## config.mk

```make
export PLATFORM = sky130hd
export DESIGN_NAME = screen_loader
export DESIGN_NICKNAME = d
export VERILOG_FILES = /design/src/rtl/screen_pkg.sv /design/src/rtl/loader_fifo.sv /design/src/rtl/screen_loader.sv
export SDC_FILE = /design/constraint.sdc
export NUM_CORES = 1
export LEC_CHECK = 0
export CAP_MARGIN = 15
export CORE_MARGIN = 2
export CORE_UTILIZATION = 35
export CTS_BUF_LIST = sky130_fd_sc_hd__clkbuf_4 sky130_fd_sc_hd__clkbuf_8 sky130_fd_sc_hd__clkbuf_16
export DETAILED_ROUTE_END_ITERATION = 10
export MAX_ROUTING_LAYER = met4
export PLACE_DENSITY = 0.57
export SYNTH_ARGS = -nofsm -noshare
export SYNTH_HDL_FRONTEND = slang
export SYNTH_SLANG_ARGS = --single-unit
```

## constraint.sdc

```tcl
create_clock -name clk -period 2.1 [get_ports clk]
set_input_delay 0.21 -clock clk [delete_from_list [all_inputs] [get_ports clk]]
set_output_delay 0.21 -clock clk [all_outputs]
set_load 0.01 [all_outputs]
```

## src/rtl/screen_pkg.sv

```systemverilog
// Shared screen constants: frame geometry, RGB 4:4:4 field layout and the
// loader FSM state encoding.
package screen_pkg;

  localparam int unsigned NUM_PIXELS      = 4096;
  localparam int unsigned TOTAL_BIT_DEPTH = 12;
  localparam int unsigned CHAN_BITS       = 4;
  localparam int unsigned RED_LSB         = 8;
  localparam int unsigned GREEN_LSB       = 4;
  localparam int unsigned BLUE_LSB        = 0;

  typedef enum logic [2:0] {
    StIdle,
    StInitHi,
    StInitLo,
    StPushHi,
    StPushLo,
    StFillHi,
    StFillLo
  } state_t;

  // Packs separate channel values into a {R,G,B} pixel word.
  function automatic logic [TOTAL_BIT_DEPTH-1:0] pack_rgb(input logic [CHAN_BITS-1:0] r,
                                                          input logic [CHAN_BITS-1:0] g,
                                                          input logic [CHAN_BITS-1:0] b);
    logic [TOTAL_BIT_DEPTH-1:0] p;
    p = '0;
    p[RED_LSB +: CHAN_BITS]   = r;
    p[GREEN_LSB +: CHAN_BITS] = g;
    p[BLUE_LSB +: CHAN_BITS]  = b;
    return p;
  endfunction

endpackage

```

## src/rtl/loader_fifo.sv

```systemverilog
// Small synchronous FIFO buffering CPU pixels ahead of the panel writer.
// Pointers carry one extra wrap bit to tell full from empty.
module loader_fifo #(
  parameter int unsigned DEPTH = 4,
  parameter int unsigned WIDTH = 12
) (
  input  logic             clk,
  input  logic             reset,
  input  logic             push,
  input  logic [WIDTH-1:0] wdata,
  input  logic             pop,
  output logic [WIDTH-1:0] rdata,
  output logic             full,
  output logic             empty
);

  localparam int unsigned AW = $clog2(DEPTH);

  logic [WIDTH-1:0] mem_q [DEPTH];
  logic [AW:0]      wptr_q;
  logic [AW:0]      rptr_q;
  logic             do_push;
  logic             do_pop;

  // Flags and guarded push/pop; a full FIFO ignores pushes, an empty one ignores pops.
  always_comb begin
    empty   = (wptr_q == rptr_q);
    full    = (wptr_q[AW] != rptr_q[AW]) && (wptr_q[AW-1:0] == rptr_q[AW-1:0]);
    do_push = push && !full;
    do_pop  = pop && !empty;
    rdata   = mem_q[rptr_q[AW-1:0]];
  end

  // Pointer registers with synchronous active-low reset.
  always_ff @(posedge clk) begin
    if (!reset) begin
      wptr_q <= '0;
      rptr_q <= '0;
    end else begin
      if (do_push) wptr_q <= wptr_q + 1'b1;
      if (do_pop)  rptr_q <= rptr_q + 1'b1;
    end
  end

  // Storage array; contents are don't-care until written.
  always_ff @(posedge clk) begin
    if (do_push) mem_q[wptr_q[AW-1:0]] <= wdata;
  end

endmodule

```

## src/rtl/screen_loader.sv

```systemverilog
// Drives a strobe-addressed LED panel: streams CPU pixels from a FIFO, rewinds
// the panel address on request and performs full-frame colour fills.
module screen_loader #(
  parameter int unsigned NUM_PIXELS      = screen_pkg::NUM_PIXELS,
  parameter int unsigned TOTAL_BIT_DEPTH = screen_pkg::TOTAL_BIT_DEPTH,
  parameter int unsigned FIFO_DEPTH      = 4
) (
  input  logic                          clk,
  input  logic                          reset,
  input  logic                          cpu_valid,
  input  logic [TOTAL_BIT_DEPTH-1:0]    cpu_pixel,
  output logic                          cpu_ready,
  input  logic                          frame_start,
  input  logic                          fill_start,
  input  logic [TOTAL_BIT_DEPTH-1:0]    fill_color,
  output logic                          busy,
  output logic                          done,
  output logic [$clog2(NUM_PIXELS)-1:0] pixel_count,
  output logic [31:0]                   mat_in,
  output logic                          wr_data,
  output logic                          init
);

  import screen_pkg::*;

  localparam int unsigned CW = $clog2(NUM_PIXELS);

  state_t                     state_q, state_d;
  logic                       pend_fill_q, pend_fill_d;
  logic                       pend_frame_q, pend_frame_d;
  logic                       is_fill_q;
  logic [TOTAL_BIT_DEPTH-1:0] fill_color_q;
  logic [TOTAL_BIT_DEPTH-1:0] mat_q;
  logic [CW-1:0]              pix_q;
  logic                       done_q;

  logic                       fifo_full;
  logic                       fifo_empty;
  logic [TOTAL_BIT_DEPTH-1:0] fifo_rdata;
  logic                       fifo_push;
  logic                       pop;
  logic                       take_fill;
  logic                       take_frame;
  logic                       dispatch;
  logic                       last_pix;

  loader_fifo #(
    .DEPTH (FIFO_DEPTH),
    .WIDTH (TOTAL_BIT_DEPTH)
  ) u_fifo (
    .clk   (clk),
    .reset (reset),
    .push  (fifo_push),
    .wdata (cpu_pixel),
    .pop   (pop),
    .rdata (fifo_rdata),
    .full  (fifo_full),
    .empty (fifo_empty)
  );

  // Handshake and status outputs; cpu_ready is forced low while reset is held.
  always_comb begin
    cpu_ready   = reset && !fifo_full;
    fifo_push   = cpu_valid && cpu_ready;
    last_pix    = (pix_q == CW'(NUM_PIXELS - 1));
    busy        = (state_q != StIdle) || pend_fill_q || pend_frame_q || !fifo_empty;
    done        = done_q;
    pixel_count = pix_q;
    mat_in      = 32'(mat_q);
    init        = (state_q == StInitHi);
    wr_data     = (state_q == StPushHi) || (state_q == StFillHi);
  end

  // Next-state logic. PUSH_LO re-dispatches like IDLE so queued pixels strobe every 2 cycles.
  always_comb begin
    state_d    = state_q;
    dispatch   = 1'b0;
    pop        = 1'b0;
    take_fill  = 1'b0;
    take_frame = 1'b0;
    unique case (state_q)
      StIdle:   dispatch = 1'b1;
      StInitHi: state_d = StInitLo;
      StInitLo: state_d = is_fill_q ? StFillHi : StIdle;
      StPushHi: state_d = StPushLo;
      StPushLo: begin
        state_d  = StIdle;
        dispatch = 1'b1;
      end
      StFillHi: state_d = StFillLo;
      StFillLo: state_d = last_pix ? StIdle : StFillHi;
      default:  state_d = StIdle;
    endcase
    if (dispatch) begin
      if (pend_fill_q) begin
        take_fill = 1'b1;
        state_d   = StInitHi;
      end else if (pend_frame_q) begin
        take_frame = 1'b1;
        state_d    = StInitHi;
      end else if (!fifo_empty) begin
        pop     = 1'b1;
        state_d = StPushHi;
      end
    end
  end

  // Request latches; a fill implies its own init, so it swallows any frame request.
  always_comb begin
    pend_fill_d  = fill_start || (pend_fill_q && !take_fill);
    pend_frame_d = (frame_start && !fill_start) ||
                   (pend_frame_q && !take_frame && !take_fill);
  end

  // State, pending flags, pixel word, address counter and done pulse.
  always_ff @(posedge clk) begin
    if (!reset) begin
      state_q      <= StIdle;
      pend_fill_q  <= 1'b0;
      pend_frame_q <= 1'b0;
      is_fill_q    <= 1'b0;
      fill_color_q <= '0;
      mat_q        <= '0;
      pix_q        <= '0;
      done_q       <= 1'b0;
    end else begin
      state_q      <= state_d;
      pend_fill_q  <= pend_fill_d;
      pend_frame_q <= pend_frame_d;
      if (fill_start) fill_color_q <= fill_color;
      if (take_fill) begin
        is_fill_q <= 1'b1;
        mat_q     <= fill_color_q;
      end else if (take_frame) begin
        is_fill_q <= 1'b0;
      end else if (pop) begin
        mat_q <= fifo_rdata;
      end
      if (state_q == StInitLo) begin
        pix_q <= '0;
      end else if (state_q == StPushLo || state_q == StFillLo) begin
        pix_q <= pix_q + 1'b1;
      end
      done_q <= (state_q == StFillLo) && last_pix;
    end
  end

endmodule
```

[Word-level counts from Yosys, hierarchy flattened]
Memories as Yosys holds them, arrays and structs flattened. A register that Yosys moved wholly into a read port is not among the register bits.
Index checks and enable logic that the tools add are counted.
Storage, ports and cells
  register bits after elaboration: 49
  memory bits (writable): 48
  bits of input ports: 29
  output and inout port bits: 49
  word-level logic and storage cells: 81
  memories: 1
Memories
  u_fifo.mem_q: words 4, width 12, rd ports 1, clocked after Yosys merged registers in 1, wr ports 1, RTL line loader_fifo.sv:19  | logic [WIDTH-1:0] mem_q [DEPTH];
Cells by class
  add/sub/neg operators: 3
  equal/unequal tests: 11
  muxes and demuxes: 26
  bitwise gates (word level): 1
  reduce and logical (&&, ||, !) cells: 29
Operators with widths (number)
  two-way mux 12 bit: 3
  two-way mux 3 bit: 6
  one-hot mux 3 bit (6 select lines): 1
  two-way mux 1 bit: 14
  adder 12 x 1 -> 12 bit (second input constant): 1
  equality test 12 bit (second input constant): 1
  logical AND 1 bit: 10
  equality test 3 bit (second input constant): 3
  logical OR 1 bit: 7
  adder 3 x 1 -> 3 bit (second input constant): 2
  equality test 3 x 2 -> 1 bit (second input constant): 2
  zero test 1 bit: 5
  two-way mux 2 bit: 2
  nonzero test 2 bit: 2
  OR reduction 2 bit: 2
  equality test 3 x 1 -> 1 bit (second input constant): 1
  equality test 3 bit: 1
  zero test 3 bit: 1
  nonzero test 3 bit: 1
  equality test 2 bit: 1
  inequality test 2 bit (second input constant): 1
  AND reduction 2 bit: 1
  inequality test 1 bit: 1
  inverter 1 bit: 1

[Depth between registers and ports, before layout]
  word-level depth: 8
  depth in mapped cells: 6
  gate-level depth less buffers: 5

[Hierarchy]
From an unflattened synthesis, not the netlist that was laid out.
Second synthesis, totals
  cell total of the unflattened synthesis: 368
  area total of the unflattened synthesis: 4451.8 µm²
By module, submodules not included
  loader_fifo: instances 1, cells each 130, area an instance 2294.7 µm², seq. area each 1601.5 µm²
  screen_loader: instances 1, cells each 238, area an instance 2157.1 µm², seq. area each 860.8 µm²

[Worst setup path before layout]
OpenSTA, ideal clock, no wires.
  path kind: reg2reg
  from: register u_fifo.wptr_q[0]
  to: memory u_fifo.mem_q[0][0], enable pin
  library setup time: 355 ps
  data arrival time: 1566 ps
  required time: 1745 ps
  slack: 179 ps
  stages on the path, launching flop included: 4
  path buffers: 0
  period minus slack after synthesis: 1921 ps
  path through: dfxtp_1 xnor2_1 a31oi_1 and3_1
On the way
  word-level cells in the longest chain between the ends: 8
Ends and longest elaborated chain
  start, declared: RTL line loader_fifo.sv:20  | logic [AW:0] wptr_q;
  start signal, assigned: RTL line loader_fifo.sv:40  | if (do_push) wptr_q <= wptr_q + 1'b1;
  equality test 2 bit: RTL line loader_fifo.sv:28  | full = (wptr_q[AW] != rptr_q[AW]) && (wptr_q[AW-1:0] == rptr_q[AW-1:0]);
  logical AND 1 bit: RTL line loader_fifo.sv:28
  zero test 1 bit: RTL line screen_loader.sv:63  | cpu_ready = reset && !fifo_full;
  logical AND 1 bit: RTL line screen_loader.sv:63
  named net cpu_ready: RTL line screen_loader.sv:12  | output logic cpu_ready,
  logical AND 1 bit: RTL line screen_loader.sv:64  | fifo_push = cpu_valid && cpu_ready;
  logical AND 1 bit: RTL line loader_fifo.sv:29  | do_push = push && !full;
  two-way mux 1 bit: RTL line loader_fifo.sv:47  | if (do_push) mem_q[wptr_q[AW-1:0]] <= wdata;
  two-way mux 1 bit (not written as such): RTL line loader_fifo.sv:47
  end, declared: RTL line loader_fifo.sv:19
The timed path passes the listed nets, and every way through them passes these cells.

[Final worst setup path]
  from: register state_q[1]
  to: output port busy
On the way
  word-level cells in the longest chain between the ends: 4
Ends and longest elaborated chain
  start, declared: RTL line screen_loader.sv:28  | state_t state_q, state_d;
  start signal, assigned: RTL line screen_loader.sv:118  | state_q <= StIdle;
  start signal, assigned: RTL line screen_loader.sv:127  | state_q <= state_d;
  nonzero test 3 bit: RTL line screen_loader.sv:66  | busy = (state_q != StIdle) || pend_fill_q || pend_frame_q || !fifo_empty;
  logical OR 1 bit (3 in series): RTL line screen_loader.sv:66
  end, declared: RTL line screen_loader.sv:16  | output logic busy,
Every way passes these cells.

==> impl_metrics.csv <==
group,metric,value,unit
status,status,"finished clean",
finish,n_antenna_cell,0,
critical_path,cp.arrival,1.81,ns
global_routing,grt_max_degree,26,
finish,layout_commonest_cell,"clkdlybuf4s50_1",
floorplanning,initial_core_util,35.8,%
run,maxCapViolations,0,
synthesis,syn_area,4090,um2
floorplanning,pin_count,78,
clock_network,clock_path_buffers,2,
floorplanning,die_area,12600,um2
finish,fillCellCount,1039,
sta,finalSetupViolations,0,
synthesis,yosysTopAreaCellShare,35.3,%
floorplanning,dieWidth,112,um
route,drt-total-wl,8.40,mm
sta,fin_setup_tns,0,ns
pwr,leakagePower,1.97,nW
clock_network,clkTransAtPathRegs,0.07,ns
route,dr.pass1.iters,4,
route,top_layer,"met4",
route,route.detailed.drc,0,
synthesis,synth_cell_types,36,
finish,drive_above_1_share,12.3,%
global_routing,grt_pass1_vias,2595,
synthesis,ys_ff_latch,99,
clock_network,worstSkewPairLatency,0.34,ns
route,drt_iter0_markers,141,
route,ant_nets,0,
synthesis,syn_inst,325,
critical_path,path_class,"flop to primary output",
critical_path,cpPeakStageDelay,0.54,ns
place,dpl.hpwl,5.70,mm
route,wl_met1,3.96,mm
synthesis,ys.warnings.count,0,
clock_network,cts_sinks,99,
pwr,peakVddDrop,0.484,mV
critical_path,path_cells,"or4_1 -> or3_1 -> dlygate4sd2_1",
clock_network,cts_tree,"yes",
finish,regArea,2460,um2
synthesis,ys_seq_area_share,60.3,%
synthesis,synthFlopType,"dfxtp_1",
global_routing,antenna_found_initial,0,
global_routing,grt_pass1_wl,13.5,mm
synthesis,syn_area_per_cell,12.6,um2
sta,finalCritPeriodShare,96.2,%
pwr,powerDensity,1040,nW/um2
critical_path,cp-end-kind,"primary output",
floorplanning,core_area,11400,um2
clock_network,htree_levels,3,
global_routing,grt_usage,14.2,%
sta,fmax,0.495,GHz
synthesis,synth_edf_count,48,
finish,area_delta_synth_final,27.4,%
place,numPortBuffers,57,
route,via_count,2616,
finish,multiInputGateArea,1460,um2
sta,hold_violations,0,
synthesis,synthArstFlopShare,0,%
sta,fin_skew,0.0108,ns
route,wl_met3,328,um
critical_path,cp.buffers_inverters,1,
route,drt-wirelength-per-cell,15.5,um
clock_network,clockRootBuffer,"clkbuf_16",
synthesis,synth_area_leaders,"edfxtp_1 35%, dfxtp_1 25%, mux4_2 6.6%",
finish,layout_common_cells,"56 x clkdlybuf4s50_1, 49 x dfxtp_1, 48 x edfxtp_1",
floorplanning,fp.dieH,112,um
pwr,total_power,5.42,mW
clock_network,cts_made_buffers,9,
critical_path,critPathSlowestCell,"or4_1",
sta,relSlewSlack,63.0,%
critical_path,critPathLaunchType,"flop",
worst_hold_path,hold_class,"flop to flop",
critical_path,crit_path_max_fanout,2,
sta,drv_slew,0,
global_routing,grt-ovfl-total,0,
sta,min_period,2.02,ns
finish,nNetsFinal,429,
floorplanning,rows,39,
sta,rsz0062_at_grt,"false",
place,gp_congestion,0.759,
synthesis,yosys.area.top_type,"edfxtp_1",
sta,worstMarginPinSlew,0.555,ns
critical_path,required,1.89,ns
route,met2_length,4.01,mm
critical_path,cp_top_family,"simple AND/OR/NAND/NOR gates",
route,avgViaCountPerCell,4.83,
==> metal layers <==
metal,global-route usage [%],up-vias
li1,-,1272
met1,18.4,1266
met2,22.1,71
met3,3.35,7
met4,4.80,0
met5,-,-
==> final cells by class <==
| class | instances | area share [%] |
|---|---|---|
| Sequential cell | 99 | 47.4 |
| Multi-Input combinational cell | 203 | 28.0 |
| Timing Repair Buffer | 75 | 14.5 |
| Clock buffer | 10 | 4.47 |
| Tap cell | 143 | 3.44 |
| Clock inverter | 6 | 1.80 |
| Inverter | 6 | 0.433 |
==> worst paths after layout <==
kind	startpoint	slack [ns]	to	cells after the start
max	state_q[1]$_SDFF_PN0_	0.08	busy	3
min	is_fill_q$_SDFFE_PN0P_	0.48	is_fill_q$_SDFFE_PN0P_	2
max reg2reg	state_q[1]$_SDFF_PN0_	0.38	mat_q[11]$_SDFFE_PN0P_	5
min reg2reg	is_fill_q$_SDFFE_PN0P_	0.48	is_fill_q$_SDFFE_PN0P_	2
==> power breakdown <==
group	switching, mW	internal, mW
combinational	0.619	0.670
sequential	0.134	2.21
clock	0.724	1.07
==> state kept, by name (all words and copies together), names as in the netlist, named ones only <==
| register | count |
|---|---|
| done | 1 |
| pend_frame_q | 1 |
| is_fill_q | 1 |
| u_fifo.wptr_q | 3 |
| fill_color_q | 12 |
| state_q | 3 |
| mat_q | 12 |
| u_fifo.rptr_q | 3 |
| pend_fill_q | 1 |
| pixel_count | 12 |
| u_fifo.mem_q | 48 |
==> synthesized netlist by cell type, types with 4 or more instances <==
master    number
a21oi_1       21
and3_1         4
buf_4         21
clkbuf_1      12
dfxtp_1       51
edfxtp_1      48
ha_1           6
inv_1          6
mux2i_1       26
mux4_2        12
nand2_1        9
nand3_1        9
nand4_1        6
nor2_1        31
o21ai_0       19
or3_1          4
xnor2_1        4
xor2_1        11
==> cells by family after synthesis <==
family | synth area share [%]
buffers and inverters | 6.00
adders and majority gates | 1.84
DFF | 60.3
and+or+nand+nor | 9.16
AOI/OAI and AO/OA | 6.43
xor gates and xnor gates | 3.22
muxes | 13.0
other | 0.0918
==> tightest hold or removal path, delay by kind of cell, from the launching register on <==
kind	cells	cell delay, ns
flip-flops	1	0.33
AO/OA/AOI/OAI	1	0.05
AND/OR/NAND/NOR	1	0.06
==> per-stage QoR <==
stage               worst slack (ns)  util (%)  hold slack [ns]  cell area (um2)  cells
finish                        0.0789      45.6            0.478             5200    542
global route                 0.00806      45.6            0.497             5200    542
CTS                           0.0175      45.3            0.479             5170    539
detailed placement             0.247      42.4            0.469             4850    523
global placement               0.248      42.4            0.467             4850    523
floorplan                      0.179         -            0.309             4160    344
==> what timing repair did <==
action                                  CTS  global route
endpoints found under the setup margin    2             2
hold buffers                              0             0
buffers inserted                          0             3
endpoints found under the hold margin     0             0
resized for setup                         2             2
(Power assumes the default switching activity.)
